**src/rtl/tdm_demux4.sv**
```systemverilog
// tdm_demux4: four-slot TDM receive demultiplexer with frame-sync tracking
// Ports: clk/rst_n (async active-low), en (clears frame state when low),
//        d_in/d_valid/sof (serial samples, sof marks slot 0),
//        y0..y3 (channel registers), s (last written slot), ch_valid (one-hot write strobe),
//        frame_done (slot 3 written), sync_err (framing violation), err_cnt (saturating error count)
module tdm_demux4 #(
    parameter int WIDTH = 1,
    parameter int ERRW  = 8
) (
    input  logic             clk,
    input  logic             rst_n,
    input  logic             en,
    input  logic [WIDTH-1:0] d_in,
    input  logic             d_valid,
    input  logic             sof,
    output logic [WIDTH-1:0] y0,
    output logic [WIDTH-1:0] y1,
    output logic [WIDTH-1:0] y2,
    output logic [WIDTH-1:0] y3,
    output logic [1:0]       s,
    output logic [3:0]       ch_valid,
    output logic             frame_done,
    output logic             sync_err,
    output logic [ERRW-1:0]  err_cnt
);
    typedef enum logic {HUNT, RUN} state_t;
    state_t           state, state_n;
    logic [1:0]       slot, slot_n, s_n, wsel;
    logic [WIDTH-1:0] y_q [4];
    logic [WIDTH-1:0] y_n [4];
    logic [3:0]       chv_n;
    logic             fd_n, se_n, wr;
    assign y0 = y_q[0];
    assign y1 = y_q[1];
    assign y2 = y_q[2];
    assign y3 = y_q[3];
    always_comb begin
        state_n = state;
        slot_n  = slot;
        y_n     = y_q;
        s_n     = s;
        chv_n   = '0;
        fd_n    = 1'b0;
        se_n    = 1'b0;
        wr      = 1'b0;
        wsel    = '0;
        if (!en) begin
            state_n = HUNT;
            slot_n  = '0;
            y_n     = '{default: '0};
            s_n     = '0;
        end else if (d_valid) begin
            if (state == HUNT) begin
                wr      = sof;
                state_n = sof ? RUN : HUNT;
            end else if (sof) begin
                // an early sof realigns the frame: the sample becomes slot 0
                wr   = 1'b1;
                se_n = slot != 2'd0;
            end else if (slot == 2'd0) begin
                se_n    = 1'b1;
                state_n = HUNT;
            end else begin
                wr   = 1'b1;
                wsel = slot;
            end
            if (wr) begin
                y_n[wsel] = d_in;
                s_n       = wsel;
                chv_n     = 4'b0001 << wsel;
                fd_n      = wsel == 2'd3;
                slot_n    = wsel + 2'd1;
            end
        end
    end
    always_ff @(posedge clk or negedge rst_n) begin
        if (!rst_n) begin
            state      <= HUNT;
            slot       <= '0;
            y_q        <= '{default: '0};
            s          <= '0;
            ch_valid   <= '0;
            frame_done <= 1'b0;
            sync_err   <= 1'b0;
            err_cnt    <= '0;
        end else begin
            state      <= state_n;
            slot       <= slot_n;
            y_q        <= y_n;
            s          <= s_n;
            ch_valid   <= chv_n;
            frame_done <= fd_n;
            sync_err   <= se_n;
            err_cnt    <= (se_n && err_cnt != '1) ? err_cnt + 1'b1 : err_cnt;
        end
    end
endmodule

```
**config.mk**
```make
export PLATFORM = sky130hd
export DESIGN_NAME = tdm_demux4
export DESIGN_NICKNAME = d
export VERILOG_FILES = /design/src/rtl/tdm_demux4.sv
export SDC_FILE = /design/constraint.sdc
export NUM_CORES = 1
export LEC_CHECK = 0
export CAP_MARGIN = 20
export CORE_ASPECT_RATIO = 0.6
export CORE_MARGIN = 3
export CORE_UTILIZATION = 44
export DETAILED_ROUTE_END_ITERATION = 10
export HOLD_SLACK_MARGIN = 0.05
export PLACE_DENSITY = 0.73
export SYNTH_ARGS = -nofsm -noshare
export SYNTH_HDL_FRONTEND = slang
export SYNTH_SLANG_ARGS = --single-unit
```
**constraint.sdc**
```tcl
create_clock -name clk -period 3.36 [get_ports clk]
set_input_delay 0.504 -clock clk [delete_from_list [all_inputs] [get_ports clk]]
set_output_delay 0.504 -clock clk [all_outputs]
set_load 0.05 [all_outputs]
```
==> run metrics <==
fin util=68.40%; Synth async-reset ratio=between 90% and 100%; final setup violation count=0; drc violations=0; worst hold slack=between 0.4 and 0.5 ns; Gate Count Post-Synth=91; CP Max Fanout=5; Die Span Y=around 43 um; filler instances=between 150 and 200; post-synth top area cell=dfrtp_1; CP Class=in -> reg; Worst Path Arrival=2.37 ns; clock sinks=22; Final Hold Fails=0; Tmin final=2.227 ns; CTS Buffer Depth=2; GR Overflow Total=0; ys flop type=dfrtp_1; post-CTS setup buffer count=0; Clk pin slew, worst setup/hold paths=0.08 ns; htree depth=1; Mean Syn Cell Area=11.29 sq um; wire length of the first global-routing pass=3339 um; drt first pass iters=4; Port Buf Inserts=25; cts hold-fix bufs=0; R2R cell count=6; synth warn=0; crit end category=flip-flop; Mapped Area=0.001027 sq mm; initial antenna violation count=0; Clock Skew=0.003957 ns; Rel. slew slack=65.99%; largest net degree at the start of global routing=23; worst r2r dst=err_cnt[6]; Cell Pwr Density=457.4 mW/mm^2; Clock Latency Late Sink=between 0.2 and 0.3 ns; Max Cap Violations=0; Root Buffer=clkbuf_8; DP HPWL=1489 um; Hold Path Class=in -> async; via count=758; total track usage=between 15 and 20%; Initial Util=50.68%; final WL=2015 um; R2R setup slack=around 1.4 ns; ANT cells=0; Max Freq=449.0 MHz; Peak VDD IR=298.1 uV; Post-Syn Nets=101; die width=68.38 um; Num CTS Buffers=3; Worst-Margin Slew=0.5085 ns; std cell rows=12; top cells by area, synth=dfrtp_1, nand2_1, ha_1; number of synthesized flops with an enable pin=0; Placed Area=0.001304 sq mm; required time worst endpoint=3.50 ns; initial DRC count=25; Yosys reg bits=22; RSZ-0062 raised after global routing=false; vias in the first global route=748; gpl congestion=0.7195; DIE AREA=0.002969 sq mm; leak pwr=0.0006689 uW; wire length per cell=13.71 um; core area=0.002027 sq mm; post-synth cell types=31; DRT antenna net count=0; Slew Limit Fails=0; # IOs=26; vias per std cell=5.156; Finished Cell Area=0.001386 sq mm; # resized after CTS=0; Setup TNS=0 ns; status=complete, no violations; sequential area share after synthesis=53.59%; share of the synthesized area in the top cell type=53.59%; # nets final=130; Tcrit/Tclk final=66.29%; CP Launch Type=input port; Area Overhead vs Synth=34.96%; worst r2r src=slot[0]; TritonCTS clock tree=built; share of layout cells above drive strength 1=10.92%
==> layer usage <==
layer	share of wire [%]	wire [um]	track usage, %	vias to the layer above
met4	1.1	23	5.534	0
met5	0	0	0	-
met2	46	917	22.01	16
met3	3.9	78	4.663	4
met1	49	996	20.98	367
li1	-	-	-	371
==> logic make-up (layout without fill, tap and decap cells) <==
kind of cell	Yosys count	count (layout)	synth area share [%]
AOI/OAI and AO/OA	12	12	7.796
and+or+nand+nor	36	36	19.98
xor gates and xnor gates	3	3	2.558
DFF	22	22	53.59
buffers and inverters	6	34	2.679
adders and majority gates	4	4	4.872
muxes	8	8	8.526
==> critical path: stages <==
cell and delay [ns]:
clkdlybuf4s50_1 0.51, inv_1 0.05, ha_1 0.28, and4b_4 0.35, and3_1 0.22, nand4_1 0.12, mux2_1 0.33
==> flip-flops by register name, summed over array words and instances (netlist names) <==
name,cells
y3,1
state,1
y0,1
ch_valid,4
y1,1
s,2
slot,2
y2,1
err_cnt,8
sync_err,1
==> cell usage after synthesis (3+ instances only) <==
cell	n
nor2b_1	3
dfrtp_1	22
a21oi_1	3
and3_1	5
nand2_1	15
and4_1	3
ha_1	4
mux2i_1	5
==> cell usage in the layout (no fill, tap or decap) <==
cell / netlist / routed
nand3_2: 1 / 1
o211a_1: 2 / 2
buf_4: 1 / 1
dfrtp_1: 22 / 22
and2_1: 1 / 1
nand2_1: 15 / 15
o21ai_1: 2 / 2
o21ai_0: 2 / 2
ha_1: 4 / 4
and3_1: 5 / 5
buf_16: 0 / 1
mux2i_1: 5 / 5
a21oi_1: 3 / 3
a21boi_1: 1 / 1
o211a_2: 1 / 1
clkbuf_8: 0 / 4
nor2_1: 2 / 2
inv_1: 1 / 1
o21a_1: 1 / 1
mux2_1: 2 / 2
and4_1: 3 / 3
nand4_1: 1 / 1
xnor2_1: 2 / 2
mux2_4: 1 / 1
and4b_4: 1 / 1
nor2b_1: 3 / 3
nand3_1: 1 / 1
inv_2: 2 / 2
clkdlybuf4s50_1: 0 / 25
and4_4: 1 / 1
xor2_1: 1 / 1
nand2b_1: 2 / 2
==> where the power goes <==
part           switching [uW]  total (uW)  internal [uW]  leakage (uW)
Clock                    82.5         187            104     0.0000288
Sequential               20.7         303            282      0.000301
Combinational            89.3         144           54.9      0.000339
Total                     192         634            442      0.000669
==> cell type report <==
| type | count | area, sq um | area share, % |
|---|---|---|---|
| timing repair buffer | 27 | 285.3 | 20.58 |
| clock buffer | 4 | 55.05 | 3.971 |
| tap | 28 | 35.03 | 2.527 |
| inverter | 3 | 11.26 | 0.8123 |
| sequential | 22 | 550.5 | 39.71 |
| multi-input combinational | 63 | 449.2 | 32.40 |
==> how the worst max path moves through the flow <==
stage | from | endpoint | slack, ns | cells past startpoint
after global placement | sof | err_cnt[5] | 0.94 | 7
after floorplan | sof | err_cnt[5] | 1.48 | 6
final | sof | err_cnt[6] | 1.13 | 7
after CTS | sof | err_cnt[6] | 1.16 | 7
after global routing | sof | err_cnt[6] | 1.07 | 7
after detailed placement | sof | err_cnt[6] | 0.89 | 7
==> stage by stage <==
step                      instances  setup WS, ns  total power [uW]
after global routing            147         1.073             663.3
after detailed placement        142        0.8861             448.1
final                           147         1.133             634.1
after global placement          142        0.9374             445.6
after floorplan                  91         1.484             392.6
after CTS                       146         1.158             636.0
Power figures use the tool's default switching activity.
